[config.mk]
export PLATFORM = sky130hd
export DESIGN_NAME = imem_loader
export DESIGN_NICKNAME = d
export VERILOG_FILES = /design/src/rtl/imem_loader.sv
export SDC_FILE = /design/constraint.sdc
export NUM_CORES = 1
export LEC_CHECK = 0
export BUFFER_PORTS_ARGS = -buffer_cell sky130_fd_sc_hd__buf_4
export CORE_UTILIZATION = 54
export CTS_CLUSTER_DIAMETER = 30
export DETAILED_ROUTE_END_ITERATION = 8
export PLACE_DENSITY_LB_ADDON = 0.1
export SYNTH_ARGS = -nofsm -noshare
export SYNTH_HDL_FRONTEND = slang
export SYNTH_SLANG_ARGS = --single-unit
[constraint.sdc]
create_clock -name clk -period 2.9 [get_ports clk]
set_input_delay 0.58 -clock clk [delete_from_list [all_inputs] [get_ports clk]]
set_output_delay 0.58 -clock clk [all_outputs]
set_load 0.01 [all_outputs]
[src/rtl/imem_loader.sv]
`default_nettype none
// ============================================================================
// Module      : imem_loader
// Description : Loads a program into a 32-bit-wide instruction memory from a
//               byte stream (least-significant byte first). While no valid
//               program is present the CPU is held in reset. Once the load
//               completes, the CPU is released and gets the memory address
//               port for instruction fetch.
//
// Ports
//   clk         in   1   single clock, rising edge
//   rst_n       in   1   synchronous active-low reset
//   start       in   1   one-cycle pulse that begins a program load
//   word_count  in   7   words to load (1..DEPTH), sampled on accepted start
//   byte_valid  in   1   byte-stream valid
//   byte_data   in   8   byte-stream data
//   byte_ready  out  1   byte accepted this cycle when byte_valid is high
//   fetch_addr  in   6   CPU instruction word address
//   mem_addr    out  6   instruction-memory word address
//   mem_we      out  1   instruction-memory write enable
//   mem_wdata   out  32  instruction-memory write data
//   cpu_rst_n   out  1   active-low CPU reset, high only in DONE
//   busy        out  1   load in progress
//   done        out  1   program loaded, CPU released
//   err         out  1   load aborted, held until the next start
//
// Revision    : 1.0  initial release
// ============================================================================
module imem_loader #(
    parameter int DEPTH   = 64,
    parameter int TIMEOUT = 1000
) (
    input  logic        clk,
    input  logic        rst_n,
    input  logic        start,
    input  logic [6:0]  word_count,
    input  logic        byte_valid,
    input  logic [7:0]  byte_data,
    output logic        byte_ready,
    input  logic [5:0]  fetch_addr,
    output logic [5:0]  mem_addr,
    output logic        mem_we,
    output logic [31:0] mem_wdata,
    output logic        cpu_rst_n,
    output logic        busy,
    output logic        done,
    output logic        err
);

    localparam int TO_W = $clog2(TIMEOUT + 1);

    typedef enum logic [2:0] {
        S_IDLE  = 3'd0,
        S_RECV  = 3'd1,
        S_WRITE = 3'd2,
        S_DONE  = 3'd3,
        S_ERR   = 3'd4
    } state_t;

    state_t          state_q,    state_d;
    logic [5:0]      word_idx_q, word_idx_d;
    logic [5:0]      last_idx_q, last_idx_d;
    logic [1:0]      byte_idx_q, byte_idx_d;
    logic [TO_W-1:0] timeout_q,  timeout_d;
    logic [31:0]     asm_q,      asm_d;

    logic            start_ok;
    logic            count_ok;
    logic            byte_acc;
    logic [TO_W-1:0] timeout_inc;

    // start is only honoured when no load is in flight
    assign start_ok    = start && ((state_q == S_IDLE) || (state_q == S_DONE) ||
                                   (state_q == S_ERR));
    assign count_ok    = (word_count != 7'd0) && (word_count <= 7'(DEPTH));
    assign byte_acc    = (state_q == S_RECV) && byte_valid;
    assign timeout_inc = timeout_q + TO_W'(1);

    always_comb begin
        state_d    = state_q;
        word_idx_d = word_idx_q;
        last_idx_d = last_idx_q;
        byte_idx_d = byte_idx_q;
        timeout_d  = timeout_q;
        asm_d      = asm_q;

        if (start_ok) begin
            if (count_ok) begin
                state_d    = S_RECV;
                word_idx_d = 6'd0;
                byte_idx_d = 2'd0;
                timeout_d  = '0;
                asm_d      = 32'd0;
                // Storing count-1 keeps the compare 6-bit: 64 maps to 63
                last_idx_d = word_count[5:0] - 6'd1;
            end else begin
                state_d = S_ERR;
            end
        end else begin
            case (state_q)
                S_RECV: begin
                    if (byte_acc) begin
                        timeout_d = '0;
                        case (byte_idx_q)
                            2'd0:    asm_d[7:0]   = byte_data;
                            2'd1:    asm_d[15:8]  = byte_data;
                            2'd2:    asm_d[23:16] = byte_data;
                            default: asm_d[31:24] = byte_data;
                        endcase
                        if (byte_idx_q == 2'd3) begin
                            state_d = S_WRITE;
                        end else begin
                            byte_idx_d = byte_idx_q + 2'd1;
                        end
                    end else begin
                        // Abort on the idle cycle that brings the count to
                        // TIMEOUT; the partial word never reaches WRITE.
                        timeout_d = timeout_inc;
                        if (timeout_inc == TO_W'(TIMEOUT)) begin
                            state_d = S_ERR;
                        end
                    end
                end
                S_WRITE: begin
                    if (word_idx_q == last_idx_q) begin
                        state_d = S_DONE;
                    end else begin
                        word_idx_d = word_idx_q + 6'd1;
                        byte_idx_d = 2'd0;
                        state_d    = S_RECV;
                    end
                end
                default: state_d = state_q;
            endcase
        end
    end

    always_ff @(posedge clk) begin
        if (!rst_n) begin
            state_q    <= S_IDLE;
            word_idx_q <= 6'd0;
            last_idx_q <= 6'd0;
            byte_idx_q <= 2'd0;
            timeout_q  <= '0;
            asm_q      <= 32'd0;
        end else begin
            state_q    <= state_d;
            word_idx_q <= word_idx_d;
            last_idx_q <= last_idx_d;
            byte_idx_q <= byte_idx_d;
            timeout_q  <= timeout_d;
            asm_q      <= asm_d;
        end
    end

    // Status outputs decode straight from the registered state
    assign byte_ready = (state_q == S_RECV);
    assign busy       = (state_q == S_RECV) || (state_q == S_WRITE);
    assign mem_we     = (state_q == S_WRITE);
    assign done       = (state_q == S_DONE);
    assign cpu_rst_n  = (state_q == S_DONE);
    assign err        = (state_q == S_ERR);
    assign mem_wdata  = asm_q;

    // The CPU owns the address port except while a load is in flight
    assign mem_addr   = busy ? word_idx_q : fetch_addr;

endmodule
`default_nettype wire

# == After elaboration in Yosys (flattened, before gate mapping) ==
# Index checks and enable logic that the tools add are counted.
# totals
ff_bits,59
output_inout_bits,44
elab_cells,87
# op_classes
addsub,4
order_cmp,1
eq_ne,17
muxes,30
reduce_logical,26
# ops
operator,n
2-to-1 mux 32 bit,4
2-to-1 mux 10 bit,4
2-to-1 mux 8 bit,4
2-to-1 mux 6 bit,5
AND reduction 4 bit,4
2-to-1 mux 3 bit,5
2-to-1 mux 2 bit,6
nonzero test 2 bit,6
"adder 10 x 1 -> 10 bit, second input constant",1
"== test 10 bit, second input constant",1
"<= comparator 7 bit, second input constant",1
nonzero test 7 bit,1
"adder 6 x 1 -> 6 bit, second input constant",1
"== test 3 x 2 -> 1 bit, second input constant",2
== test 6 bit,1
"inequality test 3 bit, second input constant",2
case mux 3 bit (2 select lines),1
AND reduction 3 bit,2
"subtractor 6 x 1 -> 6 bit, second input constant",1
AND reduction 5 bit,1
"== test 2 bit, second input constant",2
"inequality test 2 x 1 -> 1 bit, second input constant",2
"inequality test 4 x 1 -> 1 bit, second input constant",1
"inequality test 4 x 3 -> 1 bit, second input constant",1
14 further kinds,19

# == Longest topological paths before layout ==
# Gate-level depths: netlist (run 1).
# depth
word_depth,6
mapped_depth,9

# == Least setup slack after synthesis (run 1) ==
# No wires, ideal clock.
# synth_timing
kind,register to output
start,reg state_q[2]
end,out mem_addr[0]
t_arrival_ps,1742
setup_slack_ps,578
path_stages_with_launch,7
path_buffers,2
path_cell_list,dfxtp_1 -> clkbuf_1 -> nand2b_1 -> buf_2 -> nor2_1 -> nor2_1 -> mux2_2
# synth_via
elab_chain_cells,3
# synth_lines
item,line,rtl
start: declaration,60,"state_t state_q, state_d;"
start signal: assignment,147,state_q <= state_d;
== test 3 x 1 -> 1 bit,-,
named net byte_ready,39,"output logic byte_ready,"
logical OR 1 bit,158,assign busy = (state_q == S_RECV) || (state_q == S_WRITE);
2-to-1 mux 6 bit,166,assign mem_addr = busy ? word_idx_q : fetch_addr;
end: declaration,41,"output logic [5:0] mem_addr,"
# The timed path passes the listed nets, and every way through them passes these cells.

# == Worst setup path in the final report (run 1) ==
# layout_timing
start,reg state_q[1]
end,out mem_addr[1]
# layout_via
elab_chain_cells,3
# layout_lines
item,line
== test 3 x 1 -> 1 bit / == test 3 x 2 -> 1 bit (equally long branches),158
logical OR 1 bit *,158
2-to-1 mux 6 bit *,166
# Mark *: on every way between the ends. The rest lies on a longest branch, timed or not.

==> metrics.txt, run 1 <==
# TYPE chip_impl_metric gauge
chip_impl_info{name="status",value="finished, final reports clean"} 1
chip_impl_metric{name="multi_input_area",unit="mm2"} 0.00180
chip_impl_metric{name="place.detailed.hpwl",unit="um"} 4890
chip_impl_metric{name="io-pin-count",unit=""} 69
chip_impl_metric{name="gp_congestion",unit=""} 0.854
chip_impl_metric{name="sequential_cell_area",unit="mm2"} 0.00118
chip_impl_metric{name="fraction_of_registers_with_async_set_reset",unit=""} 0
chip_impl_metric{name="clock_power_share",unit=""} 0.414
chip_impl_metric{name="grt_remaining_overflow",unit=""} 0
chip_impl_info{name="clock_tree_from_tritoncts",value="built"} 1
chip_impl_metric{name="initial_antenna_violation_count",unit=""} 0
chip_impl_metric{name="grt_first_pass_wirelength",unit="um"} 11900
chip_impl_metric{name="synth.cell_area",unit="mm2"} 0.00311
chip_impl_metric{name="placed_cell_area",unit="mm2"} 0.00369
chip_impl_metric{name="core.rowCount",unit=""} 27
chip_impl_metric{name="final.setup.worst_slack",unit="ns"} 0.141
chip_impl_metric{name="worst_setup_hold_path_clk_slew",unit="ns"} 0.08
chip_impl_metric{name="critPathRequiredTime",unit="ns"} 2.32
chip_impl_metric{name="drt_first_pass_iters",unit=""} 4
chip_impl_metric{name="layout-area-overhead-vs-synth",unit="%"} 25.9
chip_impl_metric{name="proportion_of_layout_cells_with_a_drive_suffix_above_1",unit=""} 0.269
chip_impl_metric{name="final.setup.tns",unit="ns"} 0
chip_impl_metric{name="antenna_cells_inserted",unit=""} 0
chip_impl_metric{name="hold_viol",unit=""} 0
chip_impl_metric{name="fp.coreArea",unit="mm2"} 0.00554
chip_impl_metric{name="die_w",unit="um"} 77.8
chip_impl_metric{name="fmax",unit="MHz"} 362
chip_impl_metric{name="htree_levels",unit=""} 3
chip_impl_metric{name="utilization",unit=""} 0.706
chip_impl_metric{name="detailedPlace.worstSlack",unit="ns"} 0.175
chip_impl_metric{name="number_of_synthesized_register_bits",unit=""} 59
chip_impl_info{name="startpoint_class",value="flip-flop"} 1
chip_impl_metric{name="worst_clock_skew",unit="ns"} 0.00729
chip_impl_metric{name="worst-slew-pin-transition",unit="ns"} 0.651
chip_impl_info{name="most-common-layout-cells",value="buf_4 (72), nor2_1 (60), dfxtp_1 (59)"} 1
chip_impl_metric{name="power_density",unit="mW/mm2"} 524
chip_impl_info{name="grt_setup_unrepaired",value="false"} 1
chip_impl_metric{name="layout.filler_cells",unit=""} 444
chip_impl_metric{name="cts_sinks",unit=""} 59
chip_impl_metric{name="design.final.nets",unit=""} 445
chip_impl_metric{name="grt_max_degree",unit=""} 35
chip_impl_metric{name="dieHeight",unit="um"} 77.8
chip_impl_metric{name="critical_path_peak_fanout",unit=""} 19
chip_impl_metric{name="r2r_cells",unit=""} 5
chip_impl_metric{name="effective_utilization_at_floorplan",unit=""} 0.561
chip_impl_metric{name="post-cts-setup-buffers",unit=""} 0
chip_impl_metric{name="max_cap_violations",unit=""} 0
chip_impl_metric{name="setup_violations",unit=""} 0
chip_impl_metric{name="final.min_clock_period",unit="ns"} 2.76
chip_impl_metric{name="gr-usage-all-layers",unit=""} 0.252
chip_impl_metric{name="combinational_power_share",unit=""} 0.163
chip_impl_metric{name="numPortBuffers",unit=""} 68
chip_impl_metric{name="power_report.internal_total",unit="mW"} 1.49
chip_impl_metric{name="seqPwrFrac",unit=""} 0.423
chip_impl_metric{name="first_global_vias",unit=""} 2557
chip_impl_metric{name="finalInstanceArea",unit="mm2"} 0.00391
chip_impl_metric{name="synthesis.yosys.warnings",unit=""} 0
chip_impl_metric{name="wire_per_inst",unit="um"} 14.5
chip_impl_metric{name="clock_insertion_delay_at_the_later_pin_of_the_skew_report",unit="ns"} 0.34
chip_impl_metric{name="arrival",unit="ns"} 2.18
chip_impl_metric{name="synth_cells",unit=""} 345
chip_impl_metric{name="number_of_synthesized_flops_with_an_enable_pin",unit=""} 0
chip_impl_metric{name="vdd_ir_drop_max",unit="uV"} 526
chip_impl_metric{name="cts_made_buffers",unit=""} 9
chip_impl_metric{name="p_leak",unit="nW"} 1.74
chip_impl_metric{name="area_enclosed_by_the_die_boundary",unit="mm2"} 0.00606
chip_impl_metric{name="synth.yosys.seq_area_share",unit=""} 0.380
chip_impl_metric{name="detailroute.via_count",unit=""} 2710
chip_impl_metric{name="cts.path.max_buffers",unit=""} 2
chip_impl_metric{name="switchingPower",unit="uW"} 556
chip_impl_metric{name="route.antenna.remaining_nets",unit=""} 0
chip_impl_metric{name="detailedRoute.firstIterationViolations",unit=""} 170
chip_impl_metric{name="mappedNetlistNets",unit=""} 378
chip_impl_info{name="post-synth-top-area-cell",value="dfxtp_1"} 1
chip_impl_metric{name="cts_resized",unit=""} 0
chip_impl_info{name="worst_hold_path_type",value="in2reg"} 1
chip_impl_metric{name="cts-hold-fix-buffers",unit=""} 0
chip_impl_info{name="cts-root-buf",value="clkbuf_8"} 1
chip_impl_info{name="ys_top_cells_by_area",value="dfxtp_1 (38%), mux2i_1 (11%), nor2_1 (7.3%)"} 1
chip_impl_metric{name="drt-vias-per-instance",unit=""} 5.54
chip_impl_metric{name="synthesis.area_per_instance",unit="um2"} 9.00
chip_impl_metric{name="switching_share",unit=""} 0.271
chip_impl_info{name="mostFrequentLayoutCell",value="buf_4"} 1
chip_impl_info{name="setup.worst_path.end_class",value="output pin"} 1
chip_impl_metric{name="drcViolationCount",unit=""} 0
chip_impl_metric{name="yosys.cell_types.count",unit=""} 53
chip_impl_metric{name="route.final.wire_length",unit="um"} 7100
chip_impl_metric{name="max_slew_margin",unit=""} 0.564
chip_impl_metric{name="finalMaxSlewViolations",unit=""} 0
chip_impl_metric{name="layout_worst_path_cycle_share",unit=""} 0.951
chip_impl_metric{name="fin_worst_hold_slack",unit="ns"} 0.429
chip_impl_info{name="synth-main-ff-cell",value="dfxtp_1"} 1
chip_impl_metric{name="yosysTopAreaCellShare",unit=""} 0.380
chip_impl_metric{name="hold-path-cell-count",unit=""} 2
chip_impl_info{name="path_class",value="reg2out"} 1
[cells in the mapped netlist, types with 4 or more instances]
master / n
ha_1: 8
a21oi_1: 12
o21ai_0: 8
a31oi_4: 4
a211oi_1: 9
nor2_1: 60
xnor2_1: 11
nand3_1: 9
nand2b_1: 5
nor2b_1: 8
dfxtp_1: 59
o21a_1: 5
nand4_1: 7
mux2_2: 6
inv_1: 8
a31oi_1: 7
clkbuf_1: 11
mux2i_1: 34
nand2_1: 23
[flip-flops by register name (all words and copies together) (netlist names)]
name and count:
byte_idx_q 2, last_idx_q 6, mem_wdata 32, state_q 3, timeout_q 10, word_idx_q 6
[power by group through the flow]
| stage | logic, mW | clock network [mW] | registers, mW |
|---|---|---|---|
| after CTS | 0.336 | 0.858 | 0.866 |
| after global placement | 0.329 | 0 | 0.883 |
| after detailed placement | 0.334 | 0 | 0.884 |
| after floorplan | 0.204 | 0 | 0.888 |
| final | 0.334 | 0.848 | 0.866 |
| after global routing | 0.366 | 0.893 | 0.870 |
[per-stage QoR]
stage                     power (mW)  cells
after global placement          1.21    473
after floorplan                 1.09    345
final                           2.05    489
after global routing            2.13    489
after CTS                       2.06    489
after detailed placement        1.22    473
[path summary, 6_finish.rpt]
path | from | end | slack [ns]
worst min-delay path | word_count[0] | last_idx_q[0] | 0.43
worst max register to register | state_q[1] | timeout_q[3] | 0.47
worst min register to register | mem_wdata[5] | mem_wdata[5] | 0.50
worst max-delay path | state_q[1] | mem_addr[1] | 0.14
[logic make-up (layout without fill, tap and decap cells)]
family	after synthesis	count (layout)	share of synthesized area
compound gates	64	64	0.168
xor+xnor	14	14	0.0395
fa+ha+maj	8	8	0.0322
buf+inv	26	98	0.0387
flops	59	59	0.380
mux	40	40	0.131
simple gates	134	134	0.210
[layout make-up]
type,count,area share
multi-input combinational,260,0.461
sequential,59,0.302
timing repair buffer,74,0.148
clock buffer,9,0.0317
clock inverter,7,0.0256
tap,72,0.0230
inverter,8,0.00768
[critical path, stage by stage, from the launching register on]
cell and delay [ns]:
dfxtp_1 0.71, nor2_1 0.14, nor2_1 0.44, mux2_2 0.41, buf_4 0.14
[layer usage]
layer  global-route usage  wire length [um]
met4               0.0925                89
met3               0.0776               505
met1                0.315              3230
met2                0.408              3270
met5                    0                 0
(Power assumes the default switching activity.)
==> run 2, diff against run 1 <==
Settings changed: CORE_MARGIN set to 2, CORE_UTILIZATION 54 to 30.
==> metrics.txt, run 2 (same netlist as run 1, synthesis figures left out) <==
# TYPE chip_impl_metric gauge
chip_impl_info{name="status",value="finished, final reports clean"} 1
chip_impl_info{name="mostFrequentLayoutCell",value="buf_4"} 1
chip_impl_metric{name="critPathRequiredTime",unit="ns"} 2.32
chip_impl_metric{name="dieHeight",unit="um"} 106
chip_impl_metric{name="detailroute.via_count",unit=""} 2663
chip_impl_metric{name="critical_path_peak_fanout",unit=""} 19
chip_impl_metric{name="post-cts-setup-buffers",unit=""} 0
chip_impl_metric{name="worst_setup_hold_path_clk_slew",unit="ns"} 0.07
chip_impl_metric{name="power_density",unit="mW/mm2"} 503
chip_impl_metric{name="final.min_clock_period",unit="ns"} 2.67
chip_impl_info{name="worst_path_dominant_cell_family",value="flip-flops"} 1
chip_impl_metric{name="proportion_of_layout_cells_with_a_drive_suffix_above_1",unit=""} 0.274
chip_impl_metric{name="area_enclosed_by_the_die_boundary",unit="mm2"} 0.0112
chip_impl_info{name="crit_slowest_cell",value="dfxtp_1"} 1
chip_impl_metric{name="worst_clock_skew",unit="ns"} 0.00625
chip_impl_metric{name="setup_violations",unit=""} 0
chip_impl_metric{name="route.antenna.remaining_nets",unit=""} 0
chip_impl_metric{name="drt_first_pass_iters",unit=""} 4
chip_impl_info{name="setup.worst_path.end_class",value="output pin"} 1
chip_impl_metric{name="cp_slowest_stage_delay",unit="ns"} 0.71
chip_impl_metric{name="drt-vias-per-instance",unit=""} 4.80
chip_impl_metric{name="place.detailed.hpwl",unit="um"} 5620
chip_impl_info{name="grt_setup_unrepaired",value="false"} 1
chip_impl_metric{name="timing.critical_path.buf_inv",unit=""} 1
chip_impl_metric{name="initial_antenna_violation_count",unit=""} 0
chip_impl_info{name="most-common-layout-cells",value="buf_4 (75), nor2_1 (59), dfxtp_1 (59)"} 1
chip_impl_info{name="hold_sp",value="word_count[0]"} 1
chip_impl_info{name="cts-root-buf",value="clkbuf_8"} 1
chip_impl_metric{name="detailedRoute.firstIterationViolations",unit=""} 88
chip_impl_metric{name="die_w",unit="um"} 106
chip_impl_metric{name="placed_cell_area",unit="mm2"} 0.00377
chip_impl_metric{name="route.final.wire_length",unit="um"} 7920
chip_impl_metric{name="cts.path.max_buffers",unit=""} 2
chip_impl_metric{name="max_cap_violations",unit=""} 0
chip_impl_metric{name="cts_sinks",unit=""} 59
chip_impl_metric{name="utilization",unit=""} 0.391
chip_impl_metric{name="finalInstanceArea",unit="mm2"} 0.00398
chip_impl_info{name="worst_hold_path_type",value="in2reg"} 1
chip_impl_metric{name="grt_remaining_overflow",unit=""} 0
chip_impl_metric{name="layout_worst_path_cycle_share",unit=""} 0.921
chip_impl_metric{name="antenna_cells_inserted",unit=""} 0
chip_impl_metric{name="fp.coreArea",unit="mm2"} 0.0102
chip_impl_info{name="timing.rr.start",value="state_q[1]"} 1
chip_impl_metric{name="final.setup.tns",unit="ns"} 0
chip_impl_metric{name="p_leak",unit="nW"} 1.73
chip_impl_metric{name="gp_congestion",unit=""} 0.800
chip_impl_metric{name="cts_made_buffers",unit=""} 9
chip_impl_metric{name="io-pin-count",unit=""} 69
chip_impl_metric{name="post_layout_nonfiller_instances",unit=""} 555
chip_impl_metric{name="vdd_ir_drop_max",unit="uV"} 236
chip_impl_metric{name="core.rowCount",unit=""} 37
chip_impl_metric{name="hold_viol",unit=""} 0
chip_impl_info{name="min_delay_worst_endpoint",value="last_idx_q[0]"} 1
chip_impl_info{name="timing.critical_path.cells",value="nor2_1 -> nor2_2 -> mux2_2 -> buf_4"} 1
chip_impl_info{name="clock_tree_from_tritoncts",value="built"} 1
chip_impl_metric{name="layout-area-overhead-vs-synth",unit="%"} 28.2
chip_impl_metric{name="grt_max_degree",unit=""} 48
chip_impl_metric{name="finalMaxSlewViolations",unit=""} 0
chip_impl_metric{name="dp.cells",unit=""} 539
chip_impl_metric{name="clock_insertion_delay_at_the_later_pin_of_the_skew_report",unit="ns"} 0.34
chip_impl_metric{name="worstSetupPathDepth",unit=""} 4
chip_impl_metric{name="arrival",unit="ns"} 2.09
chip_impl_metric{name="drcViolationCount",unit=""} 0
chip_impl_metric{name="grt_first_pass_wirelength",unit="um"} 13200
chip_impl_metric{name="effective_utilization_at_floorplan",unit=""} 0.305
chip_impl_metric{name="worst-r2r-setup-slack",unit="ns"} 0.58
chip_impl_metric{name="r2r_cells",unit=""} 6
chip_impl_metric{name="fmax",unit="MHz"} 374
chip_impl_metric{name="numPortBuffers",unit=""} 68
chip_impl_metric{name="gr-usage-all-layers",unit=""} 0.149
chip_impl_metric{name="largest_reg_flops",unit=""} 32
chip_impl_info{name="regToRegEndpoint",value="byte_idx_q[0]"} 1
chip_impl_metric{name="hold-path-cell-count",unit=""} 2
chip_impl_metric{name="max_slew_margin",unit=""} 0.548
chip_impl_metric{name="worst-slew-pin-transition",unit="ns"} 0.673
chip_impl_metric{name="design.final.nets",unit=""} 447
chip_impl_metric{name="htree_levels",unit=""} 3
chip_impl_info{name="path_class",value="reg2out"} 1
chip_impl_info{name="startpoint_class",value="flip-flop"} 1
chip_impl_metric{name="first_global_vias",unit=""} 2616
chip_impl_metric{name="wire_per_inst",unit="um"} 14.3
## run 2: cell types whose count changed in the layout (fill, tap and decap cells not counted), sizes merged
cell,delta
buf,+2
bufinv,-1
clkinvlp,+2
clkbuf,+1
clkinv,-2
## run 2: metrics by stage
stage	power [mW]	worst slack (ns)	hold slack (ns)
4_1_cts	2.03	0.0209	0.421
2_1_floorplan	1.09	0.578	0.471
6_report	2.00	0.229	0.443
3_5_place_dp	1.23	0.169	0.488
5_1_grt	2.10	0.0540	0.428
3_3_place_gp	1.23	0.214	0.475
## run 2: repair_timing
| action | CTS | global route |
|---|---|---|
| hold buffers | 0 | 0 |
| endpoints found under the setup margin | 0 | 6 |
| resized for setup | 0 | 1 |
## run 2: worst register-to-register path, cell delays in order (launching register included)
cell and delay, ns:
dfxtp_1 0.50, or3b_2 0.68, o21ai_4 0.19, buf_4 0.28, a21bo_2 0.27, nand3_1 0.13
mux2i_1 0.19
## run 2: layer usage
metal  vias to the layer above  track usage  routed length (um)
li1                       1361            -                   -
met1                      1214        0.201                3840
met2                        80        0.222                3430
met3                         8       0.0396                 554
met4                         0       0.0648                 100
met5                         -            0                   0
## run 2: area by class of cell
| class | count | area [um2] |
|---|---|---|
| Fill cell | 1087 | 6200 |
| Multi-Input combinational cell | 260 | 1810 |
| Sequential cell | 59 | 1180 |
| Timing Repair Buffer | 76 | 583 |
| Tap cell | 136 | 170 |
| Clock buffer | 10 | 138 |
| Clock inverter | 6 | 71.3 |
| Inverter | 8 | 30.0 |
## run 2: how the worst max path moves through the flow
| stage | end | start | slack [ns] |
|---|---|---|---|
| 5_1_grt | mem_addr[5] | state_q[1] | 0.05 |
| 4_1_cts | mem_addr[5] | state_q[1] | 0.02 |
| 3_3_place_gp | mem_wdata[2] | word_count[3] | 0.21 |
| 6_report | mem_addr[5] | state_q[1] | 0.23 |
| 3_5_place_dp | mem_wdata[0] | word_count[3] | 0.17 |
| 2_1_floorplan | mem_addr[0] | state_q[2] | 0.58 |
## run 2: report_power, final
part | internal [mW] | total, mW | switching [mW]
logic | 0.161 | 0.340 | 0.179
registers | 0.843 | 0.867 | 0.0243
clock network | 0.427 | 0.793 | 0.366
